--- config.mk ---
export PLATFORM = sky130hd
export DESIGN_NAME = btn_event_arbiter
export DESIGN_NICKNAME = d
export VERILOG_FILES = /design/src/rtl/btn_arb_pkg.sv /design/src/rtl/btn_event_arbiter_rr_picker.sv /design/src/rtl/btn_event_arbiter.sv
export SDC_FILE = /design/constraint.sdc
export NUM_CORES = 1
export LEC_CHECK = 0
export ABC_AREA = 1
export CAP_MARGIN = 5
export CORE_MARGIN = 2
export CORE_UTILIZATION = 30
export CTS_CLUSTER_SIZE = 14
export DETAILED_ROUTE_END_ITERATION = 16
export DONT_BUFFER_PORTS = 1
export SKIP_CTS_REPAIR_TIMING = 1
export SYNTH_ARGS = -nofsm -noshare
export SYNTH_HDL_FRONTEND = slang
export SYNTH_SLANG_ARGS = --single-unit
--- constraint.sdc ---
create_clock -name clk -period 1.6 [get_ports clk]
set_clock_uncertainty 0.15 [all_clocks]
set_input_delay 0.24 -clock clk [delete_from_list [all_inputs] [get_ports clk]]
set_output_delay 0.24 -clock clk [all_outputs]
set_load 0.005 [all_outputs]
--- src/rtl/btn_arb_pkg.sv ---
// btn_arb_pkg: shared state type and limits for the button event arbiter
package btn_arb_pkg;
  localparam int BTN_ARB_MAX_N = 16;
  localparam int BTN_ARB_DEFAULT_REPEAT = 16;
  typedef enum logic {IDLE = 1'b0, OFFER = 1'b1} btn_arb_state_t;
endpackage

--- src/rtl/btn_event_arbiter_rr_picker.sv ---
// rr_picker: round-robin priority encoder, first set bit at or after ptr+1 wins
module rr_picker #(
  parameter int N_BTN = 4,
  parameter int IDX_W = 2
) (
  input  logic [N_BTN-1:0] req,
  input  logic [IDX_W-1:0] ptr,
  output logic             any,
  output logic [IDX_W-1:0] idx
);
  logic [IDX_W-1:0] j;
  always_comb begin
    any = |req;
    idx = '0;
    j = '0;
    for (int k = N_BTN; k >= 1; k--) begin
      j = IDX_W'((int'(ptr) + k) % N_BTN);
      if (req[j]) idx = j;
    end
  end
endmodule

--- src/rtl/btn_event_arbiter.sv ---
// btn_event_arbiter: serializes button presses into a valid/ready event stream
// Optional hold-to-repeat events when BTN_ARB_AUTOREPEAT_EN is defined.
module btn_event_arbiter
  import btn_arb_pkg::*;
#(
  parameter int N_BTN = 4,
  parameter int IDX_W = 2,
  parameter int REPEAT_CYCLES = BTN_ARB_DEFAULT_REPEAT
) (
  input  logic             clk,
  input  logic             reset,
  input  logic [N_BTN-1:0] btn_level,
  output logic             evt_valid,
  output logic [IDX_W-1:0] evt_idx,
  input  logic             evt_ready,
  output logic [N_BTN-1:0] pending_out,
  output logic             overflow
);
  if (N_BTN < 2 || N_BTN > BTN_ARB_MAX_N || IDX_W != $clog2(N_BTN) || REPEAT_CYCLES < 2) begin : g_bad_cfg
    $error("btn_event_arbiter: illegal parameter combination");
  end
  btn_arb_state_t   state_q, state_d;
  logic [N_BTN-1:0] prev_q, pending_q, pending_d, rise, post, gnt_mask;
  logic [IDX_W-1:0] ptr_q, ptr_d, idx_q, idx_d, pick_idx;
  logic             pick_any, grant, ovf_q, ovf_d;
  assign rise = btn_level & ~prev_q;
`ifdef BTN_ARB_AUTOREPEAT_EN
  localparam int CNT_W = $clog2(REPEAT_CYCLES);
  logic [CNT_W-1:0] cnt_q [N_BTN];
  logic [CNT_W-1:0] cnt_d [N_BTN];
  logic [N_BTN-1:0] rep;
  always_comb begin
    for (int i = 0; i < N_BTN; i++) begin
      rep[i] = btn_level[i] && cnt_q[i] == CNT_W'(REPEAT_CYCLES - 1);
      cnt_d[i] = (!btn_level[i] || rise[i] || rep[i]) ? '0 : cnt_q[i] + 1'b1;
    end
  end
  always_ff @(posedge clk) begin
    for (int i = 0; i < N_BTN; i++) cnt_q[i] <= reset ? '0 : cnt_d[i];
  end
  assign post = rise | rep;
`else
  assign post = rise;
`endif
  rr_picker #(.N_BTN(N_BTN), .IDX_W(IDX_W)) u_pick (
    .req(pending_q),
    .ptr(ptr_q),
    .any(pick_any),
    .idx(pick_idx)
  );
  // A new press on a button being granted this edge re-arms it instead of overflowing.
  always_comb begin
    grant = pick_any & ((state_q == IDLE) | evt_ready);
    gnt_mask = grant ? ({{(N_BTN-1){1'b0}}, 1'b1} << pick_idx) : '0;
    pending_d = (pending_q & ~gnt_mask) | post;
    ovf_d = |(post & pending_q & ~gnt_mask);
    ptr_d = grant ? pick_idx : ptr_q;
    idx_d = grant ? pick_idx : idx_q;
    state_d = grant ? OFFER : (evt_ready ? IDLE : state_q);
  end
  always_ff @(posedge clk) begin
    prev_q <= btn_level;
    if (reset) begin
      state_q <= IDLE;
      pending_q <= '0;
      ptr_q <= IDX_W'(N_BTN - 1);
      idx_q <= '0;
      ovf_q <= 1'b0;
    end else begin
      state_q <= state_d;
      pending_q <= pending_d;
      ptr_q <= ptr_d;
      idx_q <= idx_d;
      ovf_q <= ovf_d;
    end
  end
  assign evt_valid = (state_q == OFFER);
  assign evt_idx = idx_q;
  assign pending_out = pending_q;
  assign overflow = ovf_q;
endmodule

# Yosys cells after proc, flatten, opt, wreduce, memory -nomap -nowiden
# Cells that the tools add are included.
# op_classes
add_sub_neg,4
magnitude_cmp,4
shift,1
n_mux,15
n_bitwise,10
n_reduce_logical,3
# ops
cell,count
4-bit bitwise AND,4
2-bit by 3-bit less-than comparator with 1-bit output (second input constant),4
1-bit binary-select mux with 2-bit select,4
2-bit two-way mux,4
4-bit NOT,2
4-bit OR reduction,2
1-bit two-way mux,6
2-bit by 1-bit adder with 2-bit output (second input constant),2
2-bit adder (second input constant),2
4-bit two-way mux,1
4-bit OR,1
1-bit by 2-bit << shifter with 4-bit output (first input constant),1
2-bit nonzero test,1
1-bit bitwise AND,1
1-bit NOT,1
1-bit OR,1
# word_totals
regBits,14
inputBits,7
output_inout_bits,8
elab_cells,43

# Longest topological paths before layout
# logic_depth
depth_word,12
ltp_mapped,14
mapped_depth_nobuf,14

# Hierarchy
# From an unflattened synthesis, not the netlist that was laid out.
# unflattened
hier_cells,124
area_unflattened_um2,798.3
# modules_own_cells
mod,instances,cells_per_inst,area_per_inst_um2,seq_area_each_um2
btn_event_arbiter,1,73,531.8,280.3
rr_picker,1,51,266.5,0.0

# Worst setup path after synthesis
# Ideal clock, no wire load.
# synth_path
path_kind,flip-flop to flip-flop
start,register ptr_q[0]
end,"register ovf_q, in the netlist overflow"
setup_time_ns,0.124
t_arrival_ns,1.305
required_ns,1.326
slack_ns,0.021
stages_incl_launch_ff,15
n_path_buf,0
synth_period_minus_slack_ns,1.579
cell_sequence,dfxtp_1 inv_4 nand2_1 nand2_2 nand2_2 nand2_2 clkinv_2 nand2_2 nand2_4 nand2_4 nand3_2 nand2_1 nand2_1 nor2_1 nor2_1
# synth_via
elab_chain_len,12
elab_cells_between_ends,21
classes_between,4 x add/sub; 1 x shift; 13 x mux; 2 x bitwise; 1 x reduce/logical
# synth_lines
element,line,rtl
start: declaration,btn_event_arbiter.sv:24,"logic [IDX_W-1:0] ptr_q, ptr_d, idx_q, idx_d, pick_idx;"
start signal: assignment,btn_event_arbiter.sv:66,ptr_q <= IDX_W'(N_BTN - 1);
start signal: assignment,btn_event_arbiter.sv:72,ptr_q <= ptr_d;
2-bit by 1-bit adder with 2-bit output,btn_event_arbiter_rr_picker.sv:17,j = IDX_W'((int'(ptr) + k) % N_BTN);
1-bit binary-select mux with 2-bit select,btn_event_arbiter_rr_picker.sv:18,if (req[j]) idx = j;
1-bit two-way mux (not written as such),btn_event_arbiter_rr_picker.sv:18,
2-bit two-way mux (3 in a row),btn_event_arbiter_rr_picker.sv:18,
2-bit two-way mux *,btn_event_arbiter_rr_picker.sv:18,
1-bit by 2-bit << shifter with 4-bit output *,btn_event_arbiter.sv:54,"gnt_mask = grant ? ({{(N_BTN-1){1'b0}}, 1'b1} << pick_idx) : '0;"
4-bit two-way mux *,btn_event_arbiter.sv:54,
4-bit NOT *,btn_event_arbiter.sv:56,ovf_d = |(post & pending_q & ~gnt_mask);
4-bit bitwise AND *,btn_event_arbiter.sv:56,
4-bit OR reduction *,btn_event_arbiter.sv:56,
end signal: assignment,btn_event_arbiter.sv:74,ovf_q <= ovf_d;
end: declaration,btn_event_arbiter.sv:25,"logic pick_any, grant, ovf_q, ovf_d;"
# Every way passes the cells marked *; elsewhere a longest branch is shown, timed or not. The select of a mux whose other input is x is not followed.
# A chain may end at the register's enable or synchronous reset.

# Worst setup path in the final report
# Same ends and word-level chain as after synthesis.

==> qor.csv <==
metric;value;unit
fin_ws;-0.0967;ns
cts_tree;yes;
slew_headroom;69.1;%
layout-drive-gt1-share;61.0;%
yosysSeqAreaShare;35.6;%
hpwl;1290;um
drt-met1-wl;828;um
diodes;0;
wl_met2;1060;um
startpoint_type;register;
ant_nets;0;
fin_tns_setup;-0.244;ns
ctsHtreeMaxLevel;1;
top_layer;met4;
die_h;55.2;um
fmax;589;MHz
seq_area;298;sq um
dr.first_iter.drc_count;15;
worstPathMaxFanout;8;
final_nets;149;
vias_per_cell;4.72;
drc;0;
grt_max_degree;10;
final_common_cell;buf_4;
fin_crit_sh;106;%
maxSlewViolCount;0;
criticalPathCategory;reg -> reg;
wl;2000;um
final_area;0.00127;sq mm
synth_area_leaders;dfxtp_1 (36%), nand2_2 (14%), nand2_1 (12%);
wl_met3;58;um
cellPowerDensity;1150;mW/mm^2
ys.warnings.count;0;
ir_drop;0.711;mV
port_buffers;0;
numClockSinks;14;
setup_viol;4;
start_util;31.8;%
wire_per_inst;11.7;um
grtUsageTotal;11.3;%
finalHoldViolCount;7;
antenna_found_initial;0;
synth_cell_type_count;20;
syn_inst;111;
rsz0062_at_grt;true;
dpl-instance-area;948;sq um
ioPinCount;15;
clk_latency;0.29;ns
dpl.cell_count;157;
grt_pass1_vias;698;
synth_nets;118;
hold_ws;-0.167;ns
tightestPinTransition;0.464;ns
die_w;55.2;um
num-fill-cells;241;
instances_no_fill;171;
grt_pass1_wl;2820;um
leakage;0.629;nW
multi_input_area;588;sq um
grt.overflow.total;0;
yosys.area.top_type_share;35.6;%
status;finished, violations left;
min_period;1.70;ns
numCtsBuffers;3;
place_ws;-0.139;ns
die_area;0.00305;sq mm
syn-cell-area;787;sq um
fp-row-count;18;
final_cell_mix;buf_4 (20), nand2_2 (18), nand2_4 (16), nand2_1 (12), inv_1 (11);
violations;hold timing, setup timing;
synth_top_area_cell;dfxtp_1;
cts_root_buf;clkbuf_4;
critPathRequiredTime;1.65;ns
drv_cap;0;
clock_path_buffers;2;
syn_avg_cell_area;7.09;sq um
vias;807;
crit_arrival;1.75;ns
core;0.00248;sq mm
gp_congestion;0.750;
firstDrtPassIters;4;
cts.reportedPaths.clkPinSlew;0.09;ns
syn_to_final_growth;61.4;%
synth_seq_cells;14;
hp-class;in -> reg;
critPathCaptureType;register;
-- layer usage --
metal  GRT usage [%]  vias up
met5               0        -
met2            18.9       13
met1            13.9      381
met4            5.23        0
met3            2.34        7
li1                -      406
-- state kept, by name, indices dropped and copies added (netlist names) --
signal and count:
evt_idx 2, evt_valid 1, overflow 1, pending_out 4, prev_q 4, ptr_q 2
-- per-stage QoR --
stage | total power, mW | utilization (%)
6_report | 1.46 | 51.3
5_1_grt | 1.54 | 51.3
4_1_cts | 1.19 | 39.7
3_5_place_dp | 0.928 | 38.3
3_3_place_gp | 0.918 | 38.3
2_1_floorplan | 0.777 | -
-- where the power goes --
group          switching, mW  internal (mW)  total [mW]
Clock                  0.130          0.139       0.269
Sequential            0.0637          0.396       0.459
Combinational          0.408          0.319       0.727
Total                  0.602          0.853        1.46
-- cell usage after synthesis --
cell      number
clkinv_1       1
nand2_4        3
o211ai_1       2
clkbuf_1       1
nand2_1       26
nand4_1        2
nor4_1         1
buf_4          1
nor2_1         8
a21oi_1        7
inv_2          1
dfxtp_1       14
nand3_1        3
nand3_2        4
o21ai_0        3
clkinv_2       1
nand3_4        1
nand2_2       17
inv_1         14
inv_4          1
-- critical path, cell delays in order (launching register included) --
cell and delay (ns):
dfxtp_4 0.45, inv_8 0.07, nand2_4 0.07, nand2_4 0.06, nand2_4 0.07, nand2_1 0.06
nand3_2 0.09, nand2_4 0.08, inv_4 0.07, nand4_1 0.12, nand2_1 0.10, nand2_1 0.07
nor2_2 0.10, nor2_1 0.04
-- area by class of cell --
| class | count | area share, % |
|---|---|---|
| Clock buffer | 4 | 2.86 |
| Inverter | 18 | 6.50 |
| Multi-Input combinational cell | 77 | 46.3 |
| Sequential cell | 14 | 23.4 |
| Tap cell | 30 | 2.96 |
| Timing Repair Buffer | 27 | 17.4 |
| Timing Repair inverter | 1 | 0.493 |
-- final timing paths --
path                            startpoint             end  slack [ns]  cells after the start
worst min register to register  evt_idx[1]      evt_idx[1]        0.35                      2
worst max-delay path              ptr_q[0]        overflow        -0.1                     13
worst min-delay path                 reset  pending_out[0]       -0.17                      1
worst max register to register    ptr_q[0]        overflow        -0.1                     13
-- kinds of logic (layout without fill, tap and decap cells) --
group	Yosys count	count (layout)	synth area share, %
buffers and inverters	20	50	10.5
AOI/OAI and AO/OA	12	12	8.27
DFF	14	14	35.6
and+or+nand+nor	65	65	45.6
(Power assumes the default switching activity.)
